`src/rtl/load_store_unit.sv`:
```
// Load/store unit: turns a core load/store into a single registered request on a
// req/gnt/rvalid data bus, with lane steering, load extension and a bus timeout.
module load_store_unit (
  input  logic        clk,
  input  logic        rst_n,
  input  logic        req_valid,
  input  logic        mem_write,
  input  logic [2:0]  funct3,
  input  logic [31:0] addr,
  input  logic [31:0] wdata,
  output logic        stall,
  output logic [31:0] rdata,
  output logic        misaligned,
  output logic        illegal,
  output logic        bus_err,
  output logic        bus_req,
  output logic        bus_we,
  output logic [31:0] bus_addr,
  output logic [3:0]  bus_be,
  output logic [31:0] bus_wdata,
  input  logic        bus_gnt,
  input  logic        bus_rvalid,
  input  logic [31:0] bus_rdata
);

  typedef enum logic [1:0] {IDLE, REQ, WAIT, DONE} state_t;

  state_t      state_reg, state_next;
  logic [7:0]  cnt_reg;
  logic [1:0]  off_reg;
  logic [2:0]  f3_reg;
  logic        start;
  logic        gnt_ok;
  logic        rv_ok;
  logic        timeout;
  logic [3:0]  be_next;
  logic [31:0] wdata_next;
  logic [7:0]  lane_byte;
  logic [15:0] lane_half;
  logic [31:0] load_ext;

  // Request qualification is purely combinational on the core's current inputs.
  always_comb begin
    illegal    = req_valid & ((funct3 == 3'b011) | (funct3 == 3'b110) |
                              (funct3 == 3'b111) | (mem_write & funct3[2]));
    misaligned = req_valid & ((((funct3 == 3'b001) | (funct3 == 3'b101)) & addr[0]) |
                              ((funct3 == 3'b010) & (addr[1:0] != 2'b00)));
  end

  assign start   = (state_reg == IDLE) & req_valid & ~misaligned & ~illegal;
  assign gnt_ok  = (state_reg == REQ) & bus_gnt;
  assign rv_ok   = (state_reg == WAIT) & bus_rvalid;
  // The transition out happens on the edge that brings the counter to 255.
  assign timeout = (((state_reg == REQ) & ~bus_gnt) | ((state_reg == WAIT) & ~bus_rvalid)) &
                   (cnt_reg == 8'd254);
  assign stall   = start | (state_reg == REQ) | (state_reg == WAIT);

  always_ff @(posedge clk or negedge rst_n) begin
    if (!rst_n) begin
      state_reg <= IDLE;
    end else begin
      state_reg <= state_next;
    end
  end

  always_comb begin
    state_next = state_reg;
    case (state_reg)
      IDLE: begin
        if (start) state_next = REQ;
      end
      REQ: begin
        if (bus_gnt)      state_next = bus_we ? DONE : WAIT;
        else if (timeout) state_next = DONE;
      end
      WAIT: begin
        if (bus_rvalid || timeout) state_next = DONE;
      end
      DONE: begin
        state_next = IDLE;
      end
      default: state_next = IDLE;
    endcase
  end

  // Lane steering of the outgoing request.
  always_comb begin
    be_next    = 4'b1111;
    wdata_next = wdata;
    case (funct3[1:0])
      2'b00: begin
        be_next    = 4'b0001 << addr[1:0];
        wdata_next = {4{wdata[7:0]}};
      end
      2'b01: begin
        be_next    = 4'b0011 << {addr[1], 1'b0};
        wdata_next = {2{wdata[15:0]}};
      end
      default: begin
        be_next    = 4'b1111;
        wdata_next = wdata;
      end
    endcase
  end

  // Load extraction uses the offset and size captured when the request started.
  always_comb begin
    lane_byte = bus_rdata[{off_reg, 3'b000} +: 8];
    lane_half = off_reg[1] ? bus_rdata[31:16] : bus_rdata[15:0];
    case (f3_reg)
      3'b000:  load_ext = {{24{lane_byte[7]}}, lane_byte};
      3'b100:  load_ext = {24'd0, lane_byte};
      3'b001:  load_ext = {{16{lane_half[15]}}, lane_half};
      3'b101:  load_ext = {16'd0, lane_half};
      default: load_ext = bus_rdata;
    endcase
  end

  always_ff @(posedge clk or negedge rst_n) begin
    if (!rst_n) begin
      bus_req   <= 1'b0;
      bus_we    <= 1'b0;
      bus_addr  <= 32'd0;
      bus_be    <= 4'd0;
      bus_wdata <= 32'd0;
      rdata     <= 32'd0;
      bus_err   <= 1'b0;
      cnt_reg   <= 8'd0;
      off_reg   <= 2'd0;
      f3_reg    <= 3'd0;
    end else begin
      bus_err <= timeout;
      if (start) begin
        bus_req   <= 1'b1;
        bus_we    <= mem_write;
        bus_addr  <= {addr[31:2], 2'b00};
        bus_be    <= be_next;
        bus_wdata <= wdata_next;
        off_reg   <= addr[1:0];
        f3_reg    <= funct3;
      end
      if (gnt_ok) begin
        bus_req <= 1'b0;
      end
      if (rv_ok) begin
        rdata <= load_ext;
      end
      if (timeout) begin
        bus_req <= 1'b0;
        rdata   <= 32'd0;
      end
      if (start || (gnt_ok && !bus_we)) begin
        cnt_reg <= 8'd0;
      end else if ((state_reg == REQ) || (state_reg == WAIT)) begin
        cnt_reg <= cnt_reg + 8'd1;
      end
    end
  end

endmodule

```
`config.mk`:
```
export PLATFORM = sky130hd
export DESIGN_NAME = load_store_unit
export DESIGN_NICKNAME = d
export VERILOG_FILES = /design/src/rtl/load_store_unit.sv
export SDC_FILE = /design/constraint.sdc
export NUM_CORES = 1
export LEC_CHECK = 0
export ABC_AREA = 1
export ABC_CLOCK_PERIOD_IN_PS = 4300
export BUFFER_PORTS_ARGS = -buffer_cell sky130_fd_sc_hd__buf_2
export CAP_MARGIN = 20
export CORE_MARGIN = 5
export CORE_UTILIZATION = 53
export DETAILED_ROUTE_END_ITERATION = 10
export PLACE_DENSITY_LB_ADDON = 0.3
export SYNTH_ARGS = -nofsm -noshare
export SYNTH_HDL_FRONTEND = slang
export SYNTH_SLANG_ARGS = --single-unit
```
`constraint.sdc`:
```
create_clock -name clk -period 4.3 [get_ports clk]
set_clock_uncertainty 0.15 [all_clocks]
set_input_delay 0.43 -clock clk [delete_from_list [all_inputs] [get_ports clk]]
set_output_delay 0.43 -clock clk [all_outputs]
set_load 0.01 [all_outputs]
```
==> run summary, run 1 <==
GR Overflow Total - 0
TritonCTS clock tree - built
synthesized area - 0.005743 mm²
hold depth - 3
Die Height - 114.1 µm
cell count of the worst reg-to-reg path - 8
Syn Area/Cell - 7.488 µm²
Avg Vias per Cell - 4.964
Starting Density - 0.5345
fraction of registers with async set or reset after synthesis - 1.000
initial antenna violation count - 0
DR iter-0 viols - 460
Slew headroom - 0.3128
#FFs+latches synth - 116
total track usage - 0.2556
Antenna diodes - 0
Setup crit end kind - output port
Leakage Power - 0.004475 µW
Post-Syn Instances - 767
commonest cells in the netlist - nand2_1, dfrtp_1, nor2_1
Setup TNS - 0 ns
CTS root buffer - clkbuf_8
status - finished clean
Worst EP required - 3.72 ns
gpl congestion - 0.8414
power per cell area - 682.8 mW/mm²
Placeable Area - 0.01075 mm²
VDD IR max - 0.0004304 V
# resized after CTS - 0
Critical Path Start Type - input port
clk sinks - 116
DRC errors left - 0
CP Launch Point - funct3[1]
Post-synth EDFFs - 0
area of the die - 0.01302 mm²
Yosys warning count - 0
most frequent cell after synthesis - nand2_1
Max Cap Violations - 0
boundary pin count - 211
hold bufs inserted after CTS - 37
critical path type - in2out
Fin. Hold Viols - 0
DR WL/cell - 14.34 µm
H-tree Lvls - 4
Setup Buffers After CTS - 0
fin crit period - 2.828 ns
Core Rows - 38
CTS clk-pin slew, worst paths - 0.06 ns
Seq/Total Area, Yosys - 0.5054
area grow syn2layout - 33.70%
crit path max fanout - 47
Detail Route Antenna Nets - 0
via count - 5704
clk_lat worst skew - 0.52 ns
worst hold margin - 0.02477 ns
layout cell share with drive strength beyond 1 - 0.2478
Critical R2R Launch - state_reg[0]$_DFFE_PN0P_
HP Start - wdata[0]
drt pass-1 iters - 6
share of the synthesized area in the top cell type - 0.5054
number of global-route vias before repair - 5526
Slew Viols, Final - 0
Area contributors post-synth - dfrtp_1, nand2_1, o21ai_0
ys flop type - dfrtp_1
Fill cells - 917
Top Registers - bus_wdata (32), rdata (32), bus_addr (30)
HPWL Detailed - 11.26 mm
final net count - 1107
clk buf depth - 2
Max Clk Rate - 0.3536 GHz
CTS Buf Count - 17
Synth area leader - dfrtp_1
WL final - 16.48 mm
first-pass GRT wire length - 26.36 mm
largest net degree at the start of global routing - 59
Die Wd - 114.1 µm
final setup fails - 0
worst-margin pin slew - 1.030 ns
Critical Path AT - 2.25 ns
IO Port Bufs - 208
setup repair after global routing missed its margin - false
period utilization - 0.6576
min-delay worst type - in2reg
Synth cell types - 32
layout by cell type (no fill, tap or decap), drive strengths merged:
master,instances
nand2,354
buf,211
dfrtp,116
nor2,65
inv,51
o21ai,50
nand3,39
dlygate4sd3,37
a21oi,23
clkbuf,19
clkinvlp,7
and2,6
ha,6
clkinv,4
xor2,3
nand4,2
nand3b,2
a211oi,2
or2,2
conb,2
bufinv,2
nor3,1
a31oi,1
o211ai,1
and3,1
xnor2,1
a21o,1
logic make-up (layout without fill, tap and decap cells):
group / Yosys count / after routing / share of synthesized area
AO/OA/AOI/OAI: 78 / 78 / 0.06994
XOR/XNOR: 4 / 4 / 0.006101
adder cells (fa/ha/maj): 6 / 6 / 0.01307
buffers and inverters: 90 / 331 / 0.07473
flip-flops: 116 / 116 / 0.5054
other: 1 / 2 / 0.0006530
AND/OR/NAND/NOR: 472 / 472 / 0.3301
through the flow:
step	instances	utilization	setup slack (ns)	instance area, µm²	total power (µW)
after floorplan	768	-	2.442	5747	3138
after detailed placement	1080	0.6282	1.026	6750	3891
final	1149	0.7146	1.472	7679	5243
after global placement	1080	0.6282	1.071	6750	3849
after CTS	1149	0.7146	1.454	7679	5267
after global routing	1149	0.7146	1.230	7679	5642
per-layer routing:
metal  global-route usage  vias to the layer above  share of wire
li1                     -                     2834              -
met1               0.3167                     2593           0.40
met2               0.4180                      236           0.48
met3              0.07664                       41          0.088
met4               0.1069                        0          0.030
met5                    0                        -              0
critical path, cell delays in order:
cell and delay [ns]:
buf_2 0.48, inv_2 0.29, nand2_1 0.12, nand2_1 0.05, nand2_1 0.12, nand3_4 0.41, nand2_1 0.18, buf_2 0.15
final cells by class:
cell class	count	area [µm²]	area share
timing repair buffer	248	1436	0.1871
inverter	51	191.4	0.02493
clock inverter	13	136.4	0.01776
sequential	116	2903	0.3780
multi-input combinational	562	2415	0.3145
tap	140	175.2	0.02281
clock buffer	19	421.7	0.05491
power by group:
group | switching, µW | internal [µW]
clock network | 511 | 819
logic | 1240 | 779
registers | 321 | 1570
total | 2070 | 3170
worst paths after layout:
check,to,slack [ns]
worst min-delay path,bus_wdata[0]$_DFFE_PN0P_,0.02
min in group asynchronous,rdata[31]$_DFFE_PN0P_,0.36
worst max register to register,bus_be[1]$_DFFE_PN0P_,1.66
worst max-delay path,stall,1.47
worst min register to register,rdata[21]$_DFFE_PN0P_,0.32
max in group asynchronous,bus_addr[30]$_DFFE_PN0P_,2.71
Power figures use the tool's default switching activity.
==> run 2: changes to the inputs <==
- ABC_CLOCK_PERIOD_IN_PS: 4300 -> 2800
- CORE_UTILIZATION: 53 -> 50
- clock period: 4.3 -> 2.8 ns (I/O delays scaled with it)
==> run summary, run 2 (same netlist as run 1, synthesis figures left out) <==
Setup crit end kind - flop
DRC errors left - 0 (unchanged)
Core Rows - 39 (+2.6%)
power per cell area - 1060 mW/mm² (+55%)
area of the die - 0.01373 mm² (+5.5%)
worst hold margin - 0.01566 ns (-0.009115 ns)
final std cells w/o fill - 1164 (+1.3%)
HP Start - wdata[18]
P_int - 5204 µW (+64%)
status - finished clean
placed cell count - 1090 (+0.93%)
R2R Setup Slk - 0.54 ns (-1.12 ns)
Starting Density - 0.5073 (-0.02717)
via count - 5743 (+0.68%)
clk sinks - 116 (unchanged)
final setup fails - 0 (unchanged)
WL final - 16.40 mm (-0.49%)
worst-margin pin slew - 0.7282 ns (-0.3014 ns)
H-tree Lvls - 4 (unchanged)
Detail Route Antenna Nets - 0 (unchanged)
VDD IR max - 0.0006041 V (+40%)
Worst R2R End - bus_addr[26]$_DFFE_PN0P_
boundary pin count - 211 (unchanged)
Max Clk Rate - 0.4420 GHz
initial antenna violation count - 0 (unchanged)
CTS clk-pin slew, worst paths - 0.06 ns (about the same)
Setup Buffers After CTS - 0 (unchanged)
# resized after CTS - 0 (unchanged)
Clk pwr share - 0.275 (+0.021)
Avg Vias per Cell - 4.934 (-0.61%)
Worst EP required - 2.99 ns (-0.73 ns)
CTS Buf Count - 17 (unchanged)
area grow syn2layout - 37.21%
clk_lat worst skew - 0.41 ns (-0.11 ns)
Top Registers - bus_wdata (32), rdata (32), bus_addr (30)
min-delay worst type - in2reg
clk buf depth - 2 (unchanged)
largest net degree at the start of global routing - 79 (+34%)
Setup TNS - 0 ns (unchanged)
number of global-route vias before repair - 5631 (+1.9%)
drt pass-1 iters - 5 (-1)
Critical Path AT - 2.45 ns (+0.20 ns)
GR Overflow Total - 0 (unchanged)
IO Port Bufs - 208 (unchanged)
pre-CTS setup slack - 0.5459 ns (-0.4799 ns)
critical path type - reg2reg
gpl congestion - 0.8666 (+3.0%)
CTS root buffer - clkbuf_16
DR WL/cell - 14.09 µm (-1.8%)
Antenna diodes - 0 (unchanged)
setup repair after global routing missed its margin - false
first-pass GRT wire length - 26.32 mm (-0.18%)
leading cell type in the layout, fill and taps excluded - nand2_1
hold bufs inserted after CTS - 42 (+14%)
Critical Path Start Type - flop
Slew headroom - 0.5146 (+0.2017)
cell count of the worst reg-to-reg path - 8 (unchanged)
Sw Ratio - 0.3770 (-0.01826)
Critical R2R Launch - state_reg[0]$_DFFE_PN0P_
DR iter-0 viols - 461 (+0.22%)
WHS Endpoint - bus_wdata[18]$_DFFE_PN0P_
Flop pwr share - 0.343 (-0.018)
Switching Power - 3149 µW (+52%)
final net count - 1119 (+1.1%)
Comb pwr share - 0.382 (-0.003)
period utilization - 0.8080
HPWL Detailed - 11.24 mm (-0.15%)
Max Cap Violations - 0 (unchanged)
Die Height - 117.2 µm (+2.7%)
final core occ - 0.6961 (-0.01854)
PnR worst setup slack - 0.5376 ns (-0.9347 ns)
total track usage - 0.2446 (-0.01102)
Leakage Power - 0.004587 µW (+2.5%)
crit path max fanout - 78 (+66%)
Fin. Hold Viols - 0 (unchanged)
Die Wd - 117.2 µm (+2.7%)
Placeable Area - 0.01132 mm² (+5.4%)
layout cell share with drive strength beyond 1 - 0.2507 (+0.002965)
Fill cells - 908 (-0.98%)
hold depth - 5 (+2)
most frequent cells in the layout - nand2_1, buf_2, dfrtp_1
TritonCTS clock tree - built
fin crit period - 2.262 ns
Slew Viols, Final - 0 (unchanged)
## run 2: cell types whose count changed in the layout (fill, tap and decap cells not counted)
cell / before / now
clkinvlp_4: 7 / 2
buf_12: 0 / 2
dlygate4sd3_1: 37 / 42
clkbuf_1: 2 / 3
clkbuf_16: 16 / 17
buf_4: 4 / 9
bufinv_16: 2 / 4
clkinv_4: 1 / 0
clkbuf_8: 1 / 3
## run 2: cell type report
| class | instances | area [µm²] | area share |
|---|---|---|---|
| Clock inverter | 9 | 150.1 | 0.01905 |
| Clock buffer | 23 | 478.0 | 0.06065 |
| Sequential cell | 116 | 2903 | 0.3684 |
| Multi-Input combinational cell | 562 | 2415 | 0.3064 |
| Timing Repair Buffer | 260 | 1564 | 0.1985 |
| Inverter | 51 | 191.4 | 0.02429 |
| Tap cell | 143 | 178.9 | 0.02271 |
## run 2: per-layer routing
metal	up-vias	routed length (µm)	GRT usage
met5	-	0	0
met4	0	295	0.09251
met3	25	1534	0.08740
met2	241	7738	0.3865
met1	2626	6831	0.3095
li1	2851	-	-
## run 2: stage by stage
stage / area, µm² / total power (µW)
after floorplan: 5747 / 4819
after global placement: 6832 / 5948
after detailed placement: 6832 / 6011
after CTS: 7880 / 8396
after global routing: 7880 / 9015
final: 7880 / 8353
## run 2: how the worst max path moves through the flow
stage | from | to | slack (ns) | depth (start not counted)
2_1_floorplan | state_reg[0]$_DFFE_PN0P_ | rdata[29]$_DFFE_PN0P_ | 1.06 | 10
3_3_place_gp | funct3[0] | bus_be[2]$_DFFE_PN0P_ | 0.60 | 8
3_5_place_dp | funct3[0] | bus_be[2]$_DFFE_PN0P_ | 0.55 | 8
4_1_cts | state_reg[0]$_DFFE_PN0P_ | bus_be[2]$_DFFE_PN0P_ | 0.53 | 7
5_1_grt | state_reg[0]$_DFFE_PN0P_ | bus_wdata[30]$_DFFE_PN0P_ | 0.32 | 7
6_report | state_reg[0]$_DFFE_PN0P_ | bus_addr[26]$_DFFE_PN0P_ | 0.54 | 8
## run 2: power groups by stage
| stage | combinational (µW) | clock, µW | sequential [µW] |
|---|---|---|---|
| floorplan | 1690 | 0 | 3130 |
| global placement | 3080 | 0 | 2860 |
| finish | 3190 | 2290 | 2870 |
| detailed placement | 3160 | 0 | 2850 |
| CTS | 3210 | 2320 | 2860 |
| global route | 3640 | 2420 | 2960 |
## run 2: worst max-delay path: stages (launching register included)
cell and delay, ns:
dfrtp_1 0.38, inv_1 0.10, ha_1 0.24, nand2_1 0.08, inv_1 0.06, nand3_4 0.20, buf_4 0.63, nand2_1 0.18
nand2_1 0.14
